==> src/rtl/flag_unit.sv <==
`default_nettype none
// ============================================================================
// Module   : flag_unit
// Purpose  : Flag register and flag producer for the 16-bit pipelined core.
//            Computes {Z,V,N} from the EX-stage ALU result under a per-opcode
//            write mask, holds them across stalls/flushes/halt, supplies a
//            registered and a forwarded flag vector to ID branch resolution,
//            and raises a branch hazard when forwarding is not built in.
// Revision : 1.0  initial release
// ----------------------------------------------------------------------------
// Build option:
//   FLAG_FWD_EN  defined   -> flags_fwd forwards the in-flight EX update,
//                             br_hazard tied 0.
//                undefined -> flags_fwd = flags, br_hazard stalls an ID
//                             branch while a flag producer sits in EX.
// ----------------------------------------------------------------------------
// Ports:
//   clk          in   rising-edge clock
//   rst          in   synchronous active-high reset
//   ex_valid     in   EX holds a real instruction
//   ex_opcode    in   [3:0] EX opcode
//   alu_result   in   [DATA_W-1:0] EX ALU result
//   alu_ovfl     in   signed overflow from EX ADD/SUB
//   stall        in   pipeline stall (EX instruction repeats)
//   flush        in   squash EX instruction
//   id_is_branch in   ID holds a conditional branch
//   flags        out  [2:0] registered {Z,V,N}
//   flags_fwd    out  [2:0] flag vector ID branch uses this cycle
//   br_hazard    out  ID branch must stall one cycle
//   halted       out  HLT retired through EX, flags frozen
//   ovf_count    out  [OVF_CNT_W-1:0] saturating count of committed V=1
// ============================================================================
module flag_unit #(
    parameter int DATA_W    = 16,
    parameter int OVF_CNT_W = 8
) (
    input  logic                 clk,
    input  logic                 rst,
    input  logic                 ex_valid,
    input  logic [3:0]           ex_opcode,
    input  logic [DATA_W-1:0]    alu_result,
    input  logic                 alu_ovfl,
    input  logic                 stall,
    input  logic                 flush,
    input  logic                 id_is_branch,
    output logic [2:0]           flags,
    output logic [2:0]           flags_fwd,
    output logic                 br_hazard,
    output logic                 halted,
    output logic [OVF_CNT_W-1:0] ovf_count
);

    localparam logic [3:0] c_OP_ADD = 4'b0000;
    localparam logic [3:0] c_OP_SUB = 4'b0001;
    localparam logic [3:0] c_OP_XOR = 4'b0010;
    localparam logic [3:0] c_OP_SLL = 4'b0100;
    localparam logic [3:0] c_OP_SRA = 4'b0101;
    localparam logic [3:0] c_OP_ROR = 4'b0110;
    localparam logic [3:0] c_OP_HLT = 4'b1111;

    // Bit order of every flag vector: [2]=Z, [1]=V, [0]=N
    localparam logic [2:0] c_MASK_ZVN  = 3'b111;
    localparam logic [2:0] c_MASK_Z    = 3'b100;
    localparam logic [2:0] c_MASK_NONE = 3'b000;

    logic [2:0]           r_flags;
    logic                 r_halted;
    logic [OVF_CNT_W-1:0] r_ovf_count;

    logic [2:0]           w_mask;
    logic [2:0]           w_new;
    logic [2:0]           w_merged;
    logic                 w_issue;
    logic                 w_commit;
    logic                 w_halt_req;
    logic                 w_ovf_event;

    always_comb begin
        w_mask = c_MASK_NONE;
        case (ex_opcode)
            c_OP_ADD, c_OP_SUB:           w_mask = c_MASK_ZVN;
            c_OP_XOR, c_OP_SLL,
            c_OP_SRA, c_OP_ROR:           w_mask = c_MASK_Z;
            default:                      w_mask = c_MASK_NONE;
        endcase
    end

    assign w_new    = {(alu_result == '0), alu_ovfl, alu_result[DATA_W-1]};
    assign w_merged = (w_new & w_mask) | (r_flags & ~w_mask);

    // flush dominates stall: either one blocks the commit
    assign w_issue     = ex_valid & ~stall & ~flush;
    assign w_commit    = w_issue & ~r_halted & (w_mask != c_MASK_NONE);
    assign w_halt_req  = w_issue & (ex_opcode == c_OP_HLT);
    // V is written only by ADD/SUB, so a committed V=1 means the mask has V set
    assign w_ovf_event = w_commit & w_mask[1] & alu_ovfl;

    always_ff @(posedge clk) begin
        if (rst) begin
            r_flags     <= 3'b000;
            r_halted    <= 1'b0;
            r_ovf_count <= '0;
        end else begin
            if (w_commit) begin
                r_flags <= w_merged;
            end
            if (w_halt_req) begin
                r_halted <= 1'b1;
            end
            if (w_ovf_event && (r_ovf_count != {OVF_CNT_W{1'b1}})) begin
                r_ovf_count <= r_ovf_count + 1'b1;
            end
        end
    end

`ifdef FLAG_FWD_EN
    // The branch sees the value that will be committed on this edge
    assign flags_fwd = w_commit ? w_merged : r_flags;
    assign br_hazard = 1'b0;
`else
    // No bypass: hold the branch while a producer occupies EX. stall is
    // deliberately not in the term; a stalled producer still has to land.
    assign flags_fwd = r_flags;
    assign br_hazard = id_is_branch & ex_valid & ~flush & ~r_halted
                       & (w_mask != c_MASK_NONE);
`endif

    assign flags     = r_flags;
    assign halted    = r_halted;
    assign ovf_count = r_ovf_count;

endmodule
`default_nettype wire

==> config.mk <==
export PLATFORM = sky130hd
export DESIGN_NAME = flag_unit
export DESIGN_NICKNAME = d
export VERILOG_FILES = /design/src/rtl/flag_unit.sv
export SDC_FILE = /design/constraint.sdc
export NUM_CORES = 1
export LEC_CHECK = 0
export ABC_AREA = 1
export CORE_MARGIN = 5
export CORE_UTILIZATION = 35
export CTS_CLUSTER_SIZE = 10
export DETAILED_ROUTE_END_ITERATION = 8
export HOLD_SLACK_MARGIN = 0.06
export PLACE_DENSITY = 0.84
export SYNTH_ARGS = -nofsm -noshare
export SYNTH_HDL_FRONTEND = slang
export SYNTH_SLANG_ARGS = --single-unit
==> constraint.sdc <==
create_clock -name clk -period 1.3 [get_ports clk]
set_input_delay 0.26 -clock clk [delete_from_list [all_inputs] [get_ports clk]]
set_output_delay 0.26 -clock clk [all_outputs]
set_load 0.05 [all_outputs]
Yosys cells after proc, flatten, opt, wreduce, memory -nomap -nowiden

Index checks and enable logic that the tools add are counted.

Flip-flop bits (word level): 12
Logic and storage cells: 36
Output and inout port bits: 16
Input port bits: 27

Equal/unequal tests: 7
$add $sub $neg: 1
Mux-type cells: 1
Bitwise operators: 18
Reduce and logical (&&, ||, !) cells: 6

Operator list:

| operator                                                              | number |
|---|---|
| 16-bit logical NOT                                                    | 1 |
| 4-bit by 3-bit equality test with 1-bit output, second input constant | 3 |
| 1-bit AND                                                             | 11 |
| 8-bit by 1-bit adder with 8-bit output, second input constant         | 1 |
| 8-bit != test, second input constant                                  | 1 |
| 3-bit AND                                                             | 2 |
| 3-bit case mux with 2 select lines                                    | 1 |
| 4-bit by 1-bit equality test with 1-bit output, second input constant | 1 |
| 4-bit by 2-bit equality test with 1-bit output, second input constant | 1 |
| 4-bit equality test, second input constant                            | 1 |
| 4-bit logical NOT                                                     | 1 |
| 4-bit OR reduction                                                    | 1 |
| 1-bit inverter                                                        | 3 |
| 3-bit inverter                                                        | 1 |
| 3-bit bitwise OR                                                      | 1 |
| 3-bit nonzero test                                                    | 1 |
| 2-bit OR reduction                                                    | 1 |
| 1-bit logical AND                                                     | 1 |

Logic depth before layout (Yosys ltp)

Gate-level depths: netlist of the first run.

Depth after elaboration: 8
Mapped depth: 8
Gate-level depth less buffers: 8

Worst setup path before layout of the first run

OpenSTA, ideal clock, no wires.

Path type: register to output
Start: register r_halted (netlist: halted)
End: output port br_hazard
Buffers on the path: 0
Cell stages (with the launch flop): 4
Setup slack: -0.865 ns
Arrival time: 1.905 ns
Cell sequence: dfxtp_1 > nor2_2 > nand2_2 > nor3b_1

Cells in the longest elaborated chain, start to end: 3

Ends and longest elaborated chain:

| item                   | RTL line | text |
|---|---|---|
| from (decl)            | 67       | `logic r_halted;` |
| from (signal assigned) | 101      | `r_halted <= 1'b0;` |
| from (signal assigned) | 108      | `r_halted <= 1'b1;` |
| 1-bit inverter         | 124      | `assign br_hazard = id_is_branch & ex_valid & ~flush & ~r_halted` |
| 1-bit AND              | 124      |  |
| 1-bit AND              | 125      | `& (w_mask != c_MASK_NONE);` |
| to (decl)              | 48       | `output logic br_hazard,` |

Every way passes these cells.

Worst setup path after layout of the first run

Ends and elaborated chain as after synthesis.

==> reports/results.txt, run 1 <==
Initial core utilization - 36.8%
RSZ-0062 raised after global routing - true
Post-synth ARST share - 0%
Grt ovf - 0
Bufs on Longest Clock Path - 2
DRT iter0 DRCs - 62
Fin crit share - 114%
Largest net degree at the start of global routing - 11
CTS H-tree depth - 1
Dpl cells - 193
Detail Route Antenna Nets - 0
DRT Pass-1 Iters - 4
Leakage - 0.724 nW
Fill count - 128
Mapped Area - 813 sq um
Fin. Hold Viols - 0
Clock Tree Root - clkbuf_4
Tightest Pin Transition - 0.264 ns
Area delta synth->final - 120%
Setup ws final - -0.186 ns
Routed vias/inst - 5.54
Failing checks - negative setup slack
Post-DP HPWL - 2240 um
Sequential share of power - 40.2%
Total core area - 2210 sq um
NumNets Final - 211
Fin Hold WS - 0.382 ns
Worst-path fanout max - 2
Port bufs - 42
Max Cap Violations - 0
Hold_sp - ex_opcode[2]
EDFF count, synth - 0
Yosys cell types - 25
Share of cells above drive strength 1 - 53.3%
Ys Warns - 0
Syn Nets - 143
Crit Path Class - flop to primary output
Worst setup EP type - primary output
Comb pwr share - 22.5%
Die Height - 58.2 um
Top FF cell, synth - dfxtp_1
Clock network power share - 37.3%
Net Switching - 256 uW
Reg2reg start - halted$_SDFFE_PP0P_
Vias in the first global route - 1200
CTS Hold Bufs - 0
Syn Inst Count - 115
Syn avg cell area - 7.07 sq um
Reg2Reg Setup Slack - -0.14 ns
DR vias - 1163
# rows - 17
Most frequent cells after synthesis - nand2_1 (25), nor2_1 (14), dfxtp_1 (12)
Die area - 3390 sq um
Initial antenna violation count - 0
Total clock sinks - 12
Worst hold path type - input port to flop
Final setup viols - 10
Drt wl/cell - 19.0 um
Total CTS buffers - 3
Kind of start point of the critical path - flop
Slew Limit Fails - 0
CTS clk-pin slew, worst paths - 0.09 ns
Skew-Pair Late Insertion Delay - 0.30 ns
VDD IR max - 0.372 mV
Routed WL - 3990 um
FF+latch count, synth - 12
Register area share after synthesis - 29.5%
Slew HR - 82.4%
Die Wd - 58.2 um
Power density over cell area - 506 nW/um^2
Top-Level Pins - 43
Post-synth top area share - 29.5%
Global-route wire length before repair - 5620 um
Total GRT Usage - 21.7%
Synth area leaders - dfxtp_1 (30%), nand2_1 (12%), nor2_1 (6.5%)
GPL Wtd Cong - 0.866
WP data required - 1.04 ns
Outcome - finished with violations
Critical Path AT - 1.23 ns
Crit path launch - halted$_SDFFE_PP0P_
Clock period minus worst slack - 1.49 ns
Fmax - 673 MHz
Cell Int Power - 647 uW
DRC viols - 0
Count leader, synth - nand2_1
Cell taking the most area after synthesis - dfxtp_1
Ant diodes - 0
CTS tree - done
Non-filler cells, final - 210
Clock skew - 0.00242 ns
Net Sw Frac - 28.3%
==> what timing repair did <==
| action | in CTS | in global routing |
|---|---|---|
| pin swaps | 12 | 20 |
| setup buffers | 6 | 8 |
| resized for setup | 26 | 15 |
| endpoints found under the setup margin | 11 | 12 |
| gates cloned | 1 | 0 |
==> kinds of logic (layout without fill, tap and decap cells) <==
logic type / Yosys count / after routing / share of synthesized area, %
xor+xnor: 3 / 3 / 3.23
compound gates: 14 / 14 / 9.08
buf+inv: 17 / 83 / 9.23
simple gates: 68 / 69 / 47.4
flops: 12 / 12 / 29.5
fa+ha+maj: 1 / 1 / 1.54
==> layout make-up <==
| type | count | area, sq um | area share [%] |
|---|---|---|---|
| repair buffers | 66 | 763 | 42.7 |
| flip-flops and latches | 12 | 262 | 14.6 |
| multi-input cells | 87 | 639 | 35.8 |
| well taps | 28 | 35.0 | 1.96 |
| inverters | 13 | 51.3 | 2.87 |
| clock buffers | 4 | 36.3 | 2.03 |
==> stage by stage <==
stage,total power [mW],TNS [ns],worst slack (ns),cell area (sq um),utilization [%]
final,0.903,-0.910,-0.186,1790,80.8
after global routing,0.936,-1.27,-0.248,1790,80.8
after CTS,0.876,-1.06,-0.142,1700,76.7
after detailed placement,0.549,-4.48,-0.396,1540,69.4
after global placement,0.544,-3.35,-0.293,1540,69.4
after floorplan,0.428,-0.0693,-0.0693,856,-
==> layout by cell type (no fill, tap or decap), types with 5 or more instances in the layout <==
cell | netlist | final
nand3_2 | 0 | 8
clkdlybuf4s50_1 | 0 | 19
nor2_1 | 14 | 13
nand2_1 | 25 | 19
a21oi_2 | 0 | 8
nor2_4 | 4 | 6
inv_1 | 8 | 7
buf_12 | 0 | 16
dfxtp_2 | 0 | 5
buf_4 | 3 | 22
nand2_2 | 2 | 6
dlygate4sd2_1 | 0 | 6
==> metal layers <==
metal | vias up | part of all wire, % | track usage, %
li1 | 508 | - | -
met1 | 546 | 34 | 21.2
met2 | 88 | 52 | 40.6
met3 | 21 | 9.8 | 5.35
met4 | 0 | 4.4 | 12.9
met5 | - | 0 | 0
==> path summary, 6_finish.rpt <==
path / end / depth (start not counted)
worst max register to register: ovf_count[5]$_SDFFE_PP0P_ / 8
worst max-delay path: br_hazard / 4
worst min-delay path: halted$_SDFFE_PP0P_ / 3
worst min register to register: ovf_count[1]$_SDFFE_PP0P_ / 2
==> critical path, stage by stage, from the launching register on <==
cell and delay [ns]:
dfxtp_4 0.36, nor2_4 0.11, nand2_4 0.08, nor3b_4 0.21, buf_12 0.16
==> power groups by stage <==
stage | Sequential (mW) | Clock (mW) | Combinational [mW]
after floorplan | 0.378 | 0 | 0.0501
after global placement | 0.374 | 0 | 0.170
after detailed placement | 0.374 | 0 | 0.175
after CTS | 0.365 | 0.317 | 0.193
after global routing | 0.363 | 0.360 | 0.213
final | 0.363 | 0.337 | 0.203
No activity file was read; power rests on OpenSTA's default activity.
==> run 2: changes to the inputs <==
--- a/config.mk
+++ b/config.mk
@@ -7,11 +7,11 @@
 export LEC_CHECK = 0
 export ABC_AREA = 1
 export CORE_MARGIN = 5
-export CORE_UTILIZATION = 35
+export CORE_UTILIZATION = 38
 export CTS_CLUSTER_SIZE = 10
 export DETAILED_ROUTE_END_ITERATION = 8
 export HOLD_SLACK_MARGIN = 0.06
-export PLACE_DENSITY = 0.84
+export PLACE_DENSITY = 0.86
 export SYNTH_ARGS = -nofsm -noshare
 export SYNTH_HDL_FRONTEND = slang
 export SYNTH_SLANG_ARGS = --single-unit
==> constraint.sdc (replaced) <==
create_clock -name clk -period 1.64 [get_ports clk]
set_input_delay 0.328 -clock clk [delete_from_list [all_inputs] [get_ports clk]]
set_output_delay 0.328 -clock clk [all_outputs]
set_load 0.05 [all_outputs]
==> run 2 against run 1 <==
The run now ends clean. Critical path depth grew 1. Sequential power shrank 19%. Highest routed layer unchanged. Clock-buffer cell count unchanged. Core utilization down 11 points. Final cell count decreased by 8.6%. Critical path type is now input port to primary output. Non-clock buffer count is 16 lower. Register-to-register slack better by 0.31 ns. Total power down 28%. First-iteration DRC count fell by 52%. Clock power decreased by 32%. Largest cell class unchanged. Combinational power is 37% lower.
==> reports/results.txt, run 2 (synthesized netlist as in run 1, its figures left out) <==
Worst hold path type - flop to flop
Largest net degree at the start of global routing - 10
Max Cap Violations - 0
Worst setup EP type - primary output
VDD IR max - 0.489 mV
Global-route wire length before repair - 4080 um
# rows - 16
NumNets Final - 194
Initial antenna violation count - 0
GPL Wtd Cong - 0.828
Fin. Hold Viols - 0
Port bufs - 42
DRT iter0 DRCs - 30
Initial core utilization - 40.6%
Detail Route Antenna Nets - 0
Total GRT Usage - 15.7%
Total core area - 2000 sq um
Die Wd - 56.3 um
Share of cells above drive strength 1 - 30.3%
CTS Hold Bufs - 0
Commonest non-fill, non-tap cell in the layout - nand2_1
Ant diodes - 0
Slew Limit Fails - 0
Vias in the first global route - 958
Fin crit share - 97.9%
Leakage - 0.607 nW
Area of the multi-input gates - 514 sq um
Commonest cells after routing, fill and taps aside - nand2_1 (23), clkdlybuf4s50_1 (22), buf_4 (18)
CTS tree - done
WP data required - 1.31 ns
Top-Level Pins - 43
Post-Place Worst Slack - -0.103 ns
Bufs on Longest Clock Path - 2
Post-DP HPWL - 2080 um
Fmax - 623 MHz
Fill count - 156
DRT Pass-1 Iters - 4
Critical Path AT - 1.28 ns
Setup ws final - 0.0346 ns
Die area - 3170 sq um
Cell area after layout - 1390 sq um
Routed vias/inst - 4.98
Worst-path fanout max - 2
Grt ovf - 0
CTS H-tree depth - 1
Slew HR - 81.4%
Outcome - completed
Area delta synth->final - 71.4%
Sequential Area - 243 sq um
Die Height - 56.3 um
Clock period minus worst slack - 1.61 ns
Kind of start point of the critical path - input port
Final setup viols - 0
Drt wl/cell - 12.8 um
CTS clk-pin slew, worst paths - 0.07 ns
Clock Tree Root - clkbuf_4
Post-DP Area - 1340 sq um
Power density over cell area - 467 nW/um^2
DRC viols - 0
Total CTS buffers - 3
Crit Path Class - input port to primary output
Total clock sinks - 12
DR vias - 956
Reg2Reg Setup Slack - 0.17 ns
RSZ-0062 raised after global routing - false
Skew-Pair Late Insertion Delay - 0.27 ns
Routed WL - 2460 um
Tightest Pin Transition - 0.279 ns
Clock skew - 0.00189 ns
==> run 2: changes by cell type in the layout (fill, tap and decap cells not counted), moves of 3 or more <==
| cell | before | now |
|---|---|---|
| dfxtp_4 | 4 | 0 |
| dfxtp_1 | 3 | 10 |
| a21oi_2 | 8 | 0 |
| clkdlybuf4s50_1 | 19 | 22 |
| dfxtp_2 | 5 | 2 |
| nand3_1 | 2 | 10 |
| nand2_1 | 19 | 23 |
| buf_4 | 22 | 18 |
| nand3_2 | 8 | 0 |
| a21oi_1 | 2 | 10 |
| buf_12 | 16 | 6 |
| dlygate4sd2_1 | 6 | 2 |
==> run 2: final cells by class <==
type	instances	share of cell area (%)
repair buffers	50	37.2
multi-input cells	86	36.9
flip-flops and latches	12	17.4
inverters	13	3.50
clock buffers	4	2.60
well taps	27	2.42
==> run 2: critical path, cell delays in order <==
cell	delay [ns]
clkdlybuf4s50_1	0.42
nand2_2	0.08
nand2_2	0.07
nor3b_4	0.21
buf_12	0.16
==> run 2: timing repair <==
| action | CTS | global route |
|---|---|---|
| gates resized for setup | 4 | 3 |
| buffers inserted | 1 | 0 |
| pin swaps | 3 | 2 |
| setup endpoints to repair | 1 | 1 |
==> run 2: final timing paths <==
path / startpoint / cells past startpoint / to
setup reg to reg: ovf_count[0]$_SDFFE_PP0P_ / 7 / ovf_count[6]$_SDFFE_PP0P_
hold reg to reg: flop / 2 / flop
setup / recovery: ex_opcode[0] / 5 / br_hazard
hold / removal: flop / 2 / flop
==> run 2: routing by layer <==
layer | up-vias | wire (um) | GRT usage, %
met5 | - | 0 | 0
met4 | 0 | 4 | 1.69
met3 | 2 | 124 | 4.13
met2 | 28 | 1480 | 31.9
met1 | 451 | 853 | 16.2
li1 | 475 | - | -
==> run 2: per-stage QoR <==
| step | total power, mW | setup TNS [ns] | utilization (%) | hold slack [ns] | std cells |
|---|---|---|---|---|---|
| 3_5_place_dp | 0.426 | -0.670 | 67.1 | 0.484 | 187 |
| 3_3_place_gp | 0.422 | -0.111 | 67.1 | 0.473 | 187 |
| 5_1_grt | 0.679 | 0 | 69.6 | 0.527 | 192 |
| 4_1_cts | 0.658 | 0 | 69.4 | 0.495 | 192 |
| 2_1_floorplan | 0.344 | 0 | - | 0.474 | 115 |
| 6_report | 0.651 | 0 | 69.6 | 0.492 | 192 |
==> run 2: power breakdown <==
part	internal [mW]	total [mW]	switching [mW]
registers	0.292	0.293	0.00103
logic	0.0756	0.128	0.0528
clock network	0.135	0.229	0.0941
==> run 3: changes to the inputs <==
--- a/config.mk
+++ b/config.mk
@@ -7,11 +7,11 @@
 export LEC_CHECK = 0
 export ABC_AREA = 1
 export CORE_MARGIN = 5
-export CORE_UTILIZATION = 38
+export CORE_UTILIZATION = 25
 export CTS_CLUSTER_SIZE = 10
 export DETAILED_ROUTE_END_ITERATION = 8
 export HOLD_SLACK_MARGIN = 0.06
-export PLACE_DENSITY = 0.86
+export PLACE_DENSITY = 0.63
 export SYNTH_ARGS = -nofsm -noshare
 export SYNTH_HDL_FRONTEND = slang
 export SYNTH_SLANG_ARGS = --single-unit
==> run 3 against run 2 <==
Clock skew up 0.00080 ns. Clock power down 24%. Die area is 42% higher. Maximum frequency barely moved. Final cell count up 8.3%. Clock-buffer cell count decreased by 1. Largest power group unchanged. Non-clock buffer count unchanged. Wire length is 8.9% lower. First-iteration DRC count down 17%. Sequential share of layout area shrank 0.12 points. Hold slack lost 0.0049 ns. Via count shrank 8.2%.
==> reports/results.txt, run 3 (synthesized netlist as in run 1, its figures left out) <==
Reg2reg start - ovf_count[0]$_SDFFE_PP0P_
Clock skew - 0.00268 ns
Global-route wire length before repair - 3800 um
Share of cells above drive strength 1 - 29.3%
Fin. Hold Viols - 0
Hold_sp - ovf_count[1]$_SDFFE_PP0P_
Top-Level Pins - 43
Overall Power - 596 uW
Power density over cell area - 425 nW/um^2
Clock period minus worst slack - 1.61 ns
Slew HR - 80.4%
Tightest Pin Transition - 0.294 ns
Commonest non-fill, non-tap cell in the layout - nand2_1
DRT Pass-1 Iters - 4
# rows - 20
DR vias - 878
Commonest cells after routing, fill and taps aside - nand2_1 (24), clkdlybuf4s50_1 (22), buf_4 (18)
Setup_tns - 0 ns
GRT Max-Usage Layer - met2
RSZ-0062 raised after global routing - false
Area delta synth->final - 72.6%
Routed WL - 2240 um
Hold worst-path end - ovf_count[1]$_SDFFE_PP0P_
CTS tree - done
Largest net degree at the start of global routing - 12
Fin crit share - 98.0%
NumNets Final - 194
Grt ovf - 0
Met1 global-route usage - 12.7%
Vias in the first global route - 858
CTS clk-pin slew, worst paths - 0.06 ns
Post-layout util - 45.6%
FF-to-FF path depth - 7
Fill count - 314
Hold Crit Depth - 2
Met3 Track Usage GR - 3.54%
CTS H-tree depth - 1
Kind of start point of the critical path - input port
Total clock sinks - 12
Crit Path Class - input port to primary output
GPL Wtd Cong - 0.777
DRC viols - 0
Detail Route Antenna Nets - 0
Critical Path AT - 1.28 ns
Port bufs - 42
Fmax - 622 MHz
Die Wd - 67.0 um
Total core area - 3080 sq um
Die Height - 67.0 um
Skew-Pair Late Insertion Delay - 0.27 ns
Non-filler cells, final - 208
Slew Limit Fails - 0
Total CTS buffers - 3
Bufs on Longest Clock Path - 2
VDD IR max - 0.414 mV
Initial core utilization - 26.4%
Initial antenna violation count - 0
Ant diodes - 0
Worst hold path type - flop to flop
Routed vias/inst - 4.22
Final setup viols - 0
Dpl cells - 204
Cell area after layout - 1400 sq um
WP data required - 1.31 ns
Max Cap Violations - 0
Total GRT Usage - 11.3%
Worst-path fanout max - 2
Outcome - completed
Reg2reg end - ovf_count[3]$_SDFFE_PP0P_
Worst setup EP type - primary output
Die area - 4490 sq um
Drt wl/cell - 10.8 um
Post-DP HPWL - 1830 um
Clock Tree Root - clkbuf_4
GRT met2 Usage - 18.7%
Leakage - 0.603 nW
Post-DP Area - 1360 sq um
Reg2Reg Setup Slack - 0.25 ns
DRT iter0 DRCs - 25
[run 3: final cells by class]
cell class,count,area (sq um),share of cell area (%)
well taps,44,55.1,3.92
inverters,13,48.8,3.48
repair buffers,50,518,36.9
clock buffers,3,22.5,1.60
multi-input cells,86,517,36.8
flip-flops and latches,12,243,17.3
[run 3: worst max path at each step]
stage                     cells after the start  slack, ns   endpoint           startpoint
after detailed placement                      5      -0.08  br_hazard         ex_opcode[1]
after CTS                                     5       0.01  br_hazard         ex_opcode[0]
final                                         5       0.03  br_hazard                flush
after floorplan                               3       0.06  br_hazard  halted$_SDFFE_PP0P_
after global placement                        5      -0.04  br_hazard         ex_opcode[1]
after global routing                          5      0.001  br_hazard                flush
[run 3: per-layer routing]
metal / part of all wire, % / vias up
li1: - / 473
met1: 42 / 379
met2: 48 / 22
met3: 6.9 / 4
met4: 2.2 / 0
met5: 0 / -
[run 3: timing repair]
| item | CTS | global route |
|---|---|---|
| pin swaps | 4 | 3 |
| endpoints found under the setup margin | 1 | 1 |
| resized for setup | 3 | 4 |
| hold buffers | 0 | 0 |
| setup buffers | 1 | 0 |
[run 3: where the power goes]
part           internal, mW  leakage (nW)  switching [mW]  total (mW)
logic                0.0759         0.491          0.0517       0.128
registers             0.292        0.0977         0.00115       0.294
clock network        0.0851        0.0138          0.0898       0.175
[run 3: metrics by stage]
step | hold WS, ns | setup WS [ns]
detailed placement | 0.481 | -0.0774
global route | 0.530 | 0.00123
finish | 0.487 | 0.0332
global placement | 0.473 | -0.0387
CTS | 0.493 | 0.0109
floorplan | 0.474 | 0.0624
[run 3: worst max-delay path, stage by stage]
cell and delay, ns:
clkdlybuf4s50_1 0.42, inv_2 0.08, nand2_4 0.05, nor3b_4 0.23, buf_12 0.16
